`src/rtl/kbd_fifo.sv`:
```
// kbd_fifo: PS/2 set-2 key event buffer between the keyboard receiver and the memory controller.
//
// A prefix state machine folds the E0 (extended) and F0 (release) bytes into flag bits on
// the code byte that follows them. Each complete event {ext, rel, code} is pushed into a
// FIFO with 2^DEPTH_LOG2 entries. The CPU pops one entry on each rising edge of rd.
//
// Ports:
//   clock      in   system clock (same domain as the PS/2 receiver)
//   reset_n    in   asynchronous active-low reset
//   ps2_data   in   [7:0] received byte, valid while ps2_hit is high
//   ps2_hit    in   one-cycle strobe for ps2_data
//   rd         in   pop request, level; one pop is taken per rising edge
//   clr        in   synchronous flush, level
//   kbd_data   out  [7:0] head scancode, 0 when empty
//   kbd_flags  out  [7:0] {nonempty, overflow, release, extended, 4'b0}
//   kbd_count  out  [DEPTH_LOG2:0] number of stored entries
module kbd_fifo #(
  parameter int unsigned DEPTH_LOG2 = 4
) (
  input  logic                  clock,
  input  logic                  reset_n,
  input  logic [7:0]            ps2_data,
  input  logic                  ps2_hit,
  input  logic                  rd,
  input  logic                  clr,
  output logic [7:0]            kbd_data,
  output logic [7:0]            kbd_flags,
  output logic [DEPTH_LOG2:0]   kbd_count
);

  localparam int unsigned Depth = 1 << DEPTH_LOG2;
  localparam logic [DEPTH_LOG2:0] FullCount = {1'b1, {DEPTH_LOG2{1'b0}}};
  localparam logic [7:0] CodeE0 = 8'hE0;
  localparam logic [7:0] CodeF0 = 8'hF0;

  typedef enum logic [1:0] {StIdle, StE0, StF0, StE0F0} state_e;

  state_e                  r_state;
  logic                    r_rd_q;
  logic                    r_ovf;
  logic [DEPTH_LOG2-1:0]   r_wr_ptr;
  logic [DEPTH_LOG2-1:0]   r_rd_ptr;
  logic [DEPTH_LOG2:0]     r_count;
  logic [9:0]              r_mem [Depth];

  logic                    w_is_e0;
  logic                    w_is_f0;
  logic                    w_code_hit;
  logic                    w_nonempty;
  logic                    w_full;
  logic                    w_pop;
  logic                    w_push;
  logic                    w_ovf_set;
  logic [9:0]              w_entry;
  logic [9:0]              w_head;

  assign w_is_e0    = (ps2_data == CodeE0);
  assign w_is_f0    = (ps2_data == CodeF0);
  assign w_code_hit = ps2_hit & ~w_is_e0 & ~w_is_f0 & ~clr;
  assign w_nonempty = (r_count != '0);
  assign w_full     = (r_count == FullCount);
  assign w_pop      = rd & ~r_rd_q & w_nonempty & ~clr;
  // A pop in the same cycle frees the slot, so a push into a full FIFO is still accepted.
  assign w_push     = w_code_hit & (~w_full | w_pop);
  assign w_ovf_set  = w_code_hit & w_full & ~w_pop;

  assign w_entry = {(r_state == StE0) || (r_state == StE0F0),
                    (r_state == StF0) || (r_state == StE0F0),
                    ps2_data};

  // Prefix state machine.
  always_ff @(posedge clock or negedge reset_n) begin
    if (!reset_n) begin
      r_state <= StIdle;
    end else if (clr) begin
      r_state <= StIdle;
    end else if (ps2_hit) begin
      if (w_is_e0) begin
        unique case (r_state)
          StIdle, StE0: r_state <= StE0;
          default:      r_state <= StE0F0;
        endcase
      end else if (w_is_f0) begin
        unique case (r_state)
          StIdle, StF0: r_state <= StF0;
          default:      r_state <= StE0F0;
        endcase
      end else begin
        // Code byte ends the event whether or not it fit in the FIFO.
        r_state <= StIdle;
      end
    end
  end

  // rd edge detector keeps sampling even during clr.
  always_ff @(posedge clock or negedge reset_n) begin
    if (!reset_n) begin
      r_rd_q <= 1'b0;
    end else begin
      r_rd_q <= rd;
    end
  end

  // Pointers, count and sticky overflow.
  always_ff @(posedge clock or negedge reset_n) begin
    if (!reset_n) begin
      r_wr_ptr <= '0;
      r_rd_ptr <= '0;
      r_count  <= '0;
      r_ovf    <= 1'b0;
    end else if (clr) begin
      r_wr_ptr <= '0;
      r_rd_ptr <= '0;
      r_count  <= '0;
      r_ovf    <= 1'b0;
    end else begin
      if (w_push) r_wr_ptr <= r_wr_ptr + 1'b1;
      if (w_pop)  r_rd_ptr <= r_rd_ptr + 1'b1;
      if (w_push && !w_pop)      r_count <= r_count + 1'b1;
      else if (!w_push && w_pop) r_count <= r_count - 1'b1;
      if (w_ovf_set) r_ovf <= 1'b1;
    end
  end

  // Storage needs no reset: outputs are masked while the FIFO is empty.
  always_ff @(posedge clock) begin
    if (w_push) r_mem[r_wr_ptr] <= w_entry;
  end

  assign w_head = w_nonempty ? r_mem[r_rd_ptr] : 10'd0;

  assign kbd_data  = w_head[7:0];
  assign kbd_flags = {w_nonempty, r_ovf, w_head[8], w_head[9], 4'b0000};
  assign kbd_count = r_count;

endmodule

```
`config.mk`:
```
export PLATFORM = sky130hd
export DESIGN_NAME = kbd_fifo
export DESIGN_NICKNAME = d
export VERILOG_FILES = /design/src/rtl/kbd_fifo.sv
export SDC_FILE = /design/constraint.sdc
export NUM_CORES = 1
export LEC_CHECK = 0
export ABC_CLOCK_PERIOD_IN_PS = 7600
export CORE_UTILIZATION = 60
export CTS_CLUSTER_DIAMETER = 150
export DETAILED_ROUTE_END_ITERATION = 8
export GPL_ROUTABILITY_DRIVEN = 0
export PLACE_DENSITY = 0.78
export SETUP_SLACK_MARGIN = 0.4
export SLEW_MARGIN = 20
export SYNTH_ARGS = -nofsm -noshare
export SYNTH_HDL_FRONTEND = slang
export SYNTH_SLANG_ARGS = --single-unit
export TNS_END_PERCENT = 50
```
`constraint.sdc`:
```
create_clock -name clock -period 7.6 [get_ports clock]
set_input_delay 0.76 -clock clock [delete_from_list [all_inputs] [get_ports clock]]
set_output_delay 0.76 -clock clock [all_outputs]
set_load 0.02 [all_outputs]
```
==> flow_summary.html <==
<table>
<tr><th>Metric</th><th>Value</th></tr>
<tr><th colspan="2">Global routing</th></tr>
<tr><td>Overall fraction of global-route tracks in use</td><td>25.4%</td></tr>
<tr><td>Aggregate global routing overflow</td><td>0</td></tr>
<tr><td>Number of global-route vias before repair</td><td>3,835</td></tr>
<tr><td>Number of antenna violations at the first check in global routing</td><td>0</td></tr>
<tr><td>First-pass GRT wire length</td><td>22,400 um</td></tr>
<tr><td>Largest net degree at the start of global routing</td><td>44</td></tr>
<tr><th colspan="2">Worst setup path</th></tr>
<tr><td>Kind of end point of the critical path</td><td>primary output</td></tr>
<tr><td>Critical Path Start Type</td><td>flop</td></tr>
<tr><td>Arr. time, crit path</td><td>3.03 ns</td></tr>
<tr><td>Kind of critical path</td><td>reg2out</td></tr>
<tr><td>Data required time of the critical path</td><td>6.84 ns</td></tr>
<tr><td>Max Fanout on Critical Path</td><td>43</td></tr>
<tr><th colspan="2">Detailed routing</th></tr>
<tr><td>Highest metal used</td><td>met4</td></tr>
<tr><td>DRC Markers</td><td>0</td></tr>
<tr><td>Post-DR wirelength/cell</td><td>25.5 um</td></tr>
<tr><td>Total number of vias</td><td>3,729</td></tr>
<tr><td>Violation count after the first detailed-route iteration</td><td>418</td></tr>
<tr><td>Detailed-routed wire length on met2</td><td>7380 um</td></tr>
<tr><td>Vias/cell</td><td>6.50</td></tr>
<tr><td>Post-route ant nets</td><td>0</td></tr>
<tr><td>DRT met1 WL</td><td>5710 um</td></tr>
<tr><td>Post-Route WL</td><td>14,600 um</td></tr>
<tr><td>First drt pass iteration count</td><td>5</td></tr>
<tr><td>Detailed-routed wire length on met3</td><td>1150 um</td></tr>
<tr><th colspan="2">Synthesis</th></tr>
<tr><td>Synth Instances</td><td>387</td></tr>
<tr><td>Proportion of synthesized chip area in sequential cells</td><td>71.0%</td></tr>
<tr><td>Netlist Area Pre-Place</td><td>7360 um^2</td></tr>
<tr><td>Ys async rst share</td><td>9.60%</td></tr>
<tr><td>Leading register cell type out of synthesis</td><td>edfxtp_1</td></tr>
<tr><td>Library cells used by synthesis</td><td>52</td></tr>
<tr><td>EDFF count, synth</td><td>160</td></tr>
<tr><td>Number of warnings printed during yosys synthesis</td><td>0</td></tr>
<tr><td>Avg Synthesized Cell Area</td><td>19.0 um^2</td></tr>
<tr><td>Post-synthesis sequential element count</td><td>177</td></tr>
<tr><th colspan="2">Power</th></tr>
<tr><td>Clk network pwr share</td><td>34.4%</td></tr>
<tr><td>Leakage dissipation</td><td>2.66 nW</td></tr>
<tr><td>Cell Int Power</td><td>1.79 mW</td></tr>
<tr><td>Reg power frac</td><td>45.5%</td></tr>
<tr><td>Net Sw Power</td><td>646 uW</td></tr>
<tr><td>Portion of total power attributed to combinational logic</td><td>20.0%</td></tr>
<tr><td>Max rail drop VDD</td><td>193 uV</td></tr>
<tr><td>Pwr per Cell Area</td><td>294 nW/um^2</td></tr>
<tr><td>Switching part of the total power</td><td>26.5%</td></tr>
<tr><th colspan="2">Floorplan</th></tr>
<tr><td>Die Area</td><td>12,700 um^2</td></tr>
<tr><td>Effective utilization at floorplan</td><td>61.5%</td></tr>
<tr><td>Ports</td><td>34</td></tr>
<tr><td>Die outline width</td><td>113 um</td></tr>
<tr><td>Floorplan Core Area</td><td>12,000 um^2</td></tr>
<tr><td>Standard-cell row count</td><td>40</td></tr>
<tr><td>Die extent in y</td><td>113 um</td></tr>
<tr><th colspan="2">Timing</th></tr>
<tr><td>Setup-failing EPs final</td><td>0</td></tr>
<tr><td>Share of the clock period used by the worst path after layout</td><td>49.8%</td></tr>
<tr><td>Highest clock frequency the design can meet</td><td>264 MHz</td></tr>
<tr><td>Setup TNS Final</td><td>0 ns</td></tr>
<tr><td>Final critical-path setup slack</td><td>3.81 ns</td></tr>
<tr><td>Hold Violations, Final</td><td>0</td></tr>
<tr><td>Worst slew pin tran</td><td>1.15 ns</td></tr>
<tr><td>Post-layout min period</td><td>3.79 ns</td></tr>
<tr><td>Unrepaired setup endpoints after global routing</td><td>false</td></tr>
<tr><td>Count of pins over their slew limit</td><td>0</td></tr>
<tr><td>Tightest slew margin relative to the limit</td><td>23.2%</td></tr>
<tr><td>Worst clock skew</td><td>0.00622 ns</td></tr>
<tr><th colspan="2">Layout</th></tr>
<tr><td>Area occupied by registers</td><td>5230 um^2</td></tr>
<tr><td>Non-Filler Cell Area, Final</td><td>8300 um^2</td></tr>
<tr><td>Diode count</td><td>0</td></tr>
<tr><td>Layout cell share with drive strength beyond 1</td><td>18.5%</td></tr>
<tr><td>Most common cell after layout, fill and taps aside</td><td>edfxtp_1</td></tr>
<tr><td>Commonest non-fill, non-tap cells in the layout</td><td>edfxtp_1 (160), mux4_2 (40), clkdlybuf4s50_1 (29)</td></tr>
<tr><td>Combined area of the multi-input logic cells</td><td>1980 um^2</td></tr>
<tr><td># nets final</td><td>438</td></tr>
<tr><td>Post-synthesis to final-layout area growth</td><td>12.8%</td></tr>
<tr><td>Non-filler cells, final</td><td>574</td></tr>
<tr><td># fillers</td><td>727</td></tr>
<tr><th colspan="2">Placement</th></tr>
<tr><td>Pre-CTS setup slack</td><td>3.96 ns</td></tr>
<tr><td>Number of placed cells counting well taps</td><td>543</td></tr>
<tr><td>Area after DPL</td><td>7730 um^2</td></tr>
<tr><td>Half-perimeter wire length after placement</td><td>8500 um</td></tr>
<tr><td>Input/output buffers</td><td>29</td></tr>
<tr><th colspan="2">Clock tree</th></tr>
<tr><td>CTS H-tree depth</td><td>4</td></tr>
<tr><td>Clock insertion delay at the later pin of the skew report</td><td>0.42 ns</td></tr>
<tr><td>Clock root buffer</td><td>clkbuf_16</td></tr>
<tr><td>Hold Buf Count CTS</td><td>0</td></tr>
<tr><td>Count of buffers added by post-CTS timing repair for setup</td><td>0</td></tr>
<tr><td>Clock tree buffer depth</td><td>2</td></tr>
<tr><td>Resized cells post-CTS</td><td>0</td></tr>
<tr><td>Total clock buffers created by CTS</td><td>17</td></tr>
<tr><td>TritonCTS clock tree</td><td>done</td></tr>
<tr><td>Clock-pin slew of the registers on the worst-case setup and hold paths</td><td>0.06 ns</td></tr>
<tr><td>Number of sinks on the clock net</td><td>177</td></tr>
<tr><th colspan="2">Worst hold path</th></tr>
<tr><td>Kind of path behind the tightest hold check</td><td>reg2reg</td></tr>
<tr><th colspan="2">Status</th></tr>
<tr><td>Outcome</td><td>complete, no violations</td></tr>
<tr><th colspan="2">Job</th></tr>
<tr><td>Max-cap viol count</td><td>0</td></tr>
</table>
==> power groups by stage <==
stage / logic (mW) / clock network (mW) / registers, mW
6_report: 0.489 / 0.840 / 1.11
5_1_grt: 0.523 / 0.888 / 1.11
4_1_cts: 0.492 / 0.847 / 1.11
3_5_place_dp: 0.489 / 0 / 1.13
3_3_place_gp: 0.483 / 0 / 1.13
2_1_floorplan: 0.340 / 0 / 1.13
==> final timing paths <==
path | startpoint | end | slack, ns | cells after the start
max | r_rd_ptr[0]$_DFFE_PN0P_ | kbd_data[2] | 3.81 | 5
min | r_ovf$_DFFE_PN0P_ | r_ovf$_DFFE_PN0P_ | 0.52 | 2
max reg2reg | kbd_count[0]$_DFFE_PN0P_ | kbd_count[4]$_DFFE_PN0P_ | 4.82 | 8
min reg2reg | r_ovf$_DFFE_PN0P_ | r_ovf$_DFFE_PN0P_ | 0.52 | 2
max in group asynchronous | reset_n | r_rd_ptr[0]$_DFFE_PN0P_ | 6.27 | 1
min in group asynchronous | reset_n | r_state[0]$_DFFE_PN0P_ | 0.79 | 1
==> through the flow <==
step,utilization (%),hold WS [ns],power [mW]
2_1_floorplan,-,0.464,1.47
3_3_place_gp,64.7,0.485,1.61
3_5_place_dp,64.7,0.509,1.62
4_1_cts,69.4,0.528,2.45
5_1_grt,69.4,0.536,2.52
6_report,69.4,0.520,2.44
==> kinds of logic after synthesis <==
kind of cell               Yosys count  share of synthesized area [%]
adders and majority gates           10                           1.80
DFF                                177                           71.0
muxes                               65                           15.9
xor gates and xnor gates             3                          0.357
AOI/OAI and AO/OA                   38                           3.89
buffers and inverters               34                           2.24
and+or+nand+nor                     59                           4.74
other                                1                         0.0509
==> routing by layer <==
metal / vias to the layer above / GRT usage (%)
li1: 1611 / -
met1: 1888 / 33.2
met2: 196 / 41.3
met3: 34 / 6.96
met4: 0 / 9.78
met5: - / 0
==> flip-flops by register name, indices dropped and copies added, names as in the netlist <==
name       flops
r_mem        160
kbd_count      5
r_rd_ptr       4
r_wr_ptr       4
r_state        2
r_ovf          1
r_rd_q         1
==> layout make-up <==
type / count / share of cell area (%)
clock buffer: 19 / 5.21
timing repair buffer: 31 / 3.68
multi-input combinational: 179 / 23.8
inverter: 9 / 0.407
tap: 147 / 2.22
clock inverter: 12 / 1.63
sequential: 177 / 63.0
==> Yosys cell counts, types with 6 or more instances <==
| master | count | area [um^2] |
|---|---|---|
| a21oi_1 | 9 | 45.0 |
| and2_1 | 12 | 75.1 |
| buf_2 | 6 | 30.0 |
| buf_4 | 6 | 45.0 |
| clkbuf_1 | 11 | 41.3 |
| dfrtp_1 | 17 | 425 |
| edfxtp_1 | 160 | 4800 |
| ha_1 | 9 | 113 |
| inv_1 | 8 | 30.0 |
| mux2i_1 | 23 | 230 |
| mux4_2 | 40 | 901 |
| nand2_1 | 9 | 33.8 |
| nor2_1 | 9 | 33.8 |
| o22ai_1 | 10 | 62.6 |
==> critical path, cell delays in order (launching register included) <==
cell             delay (ns)
dfrtp_2                0.34
buf_4                  0.66
mux4_2                 0.62
mux2i_1                0.28
o22ai_1                0.12
clkdlybuf4s50_1        0.56
No activity file was read; power rests on OpenSTA's default activity.
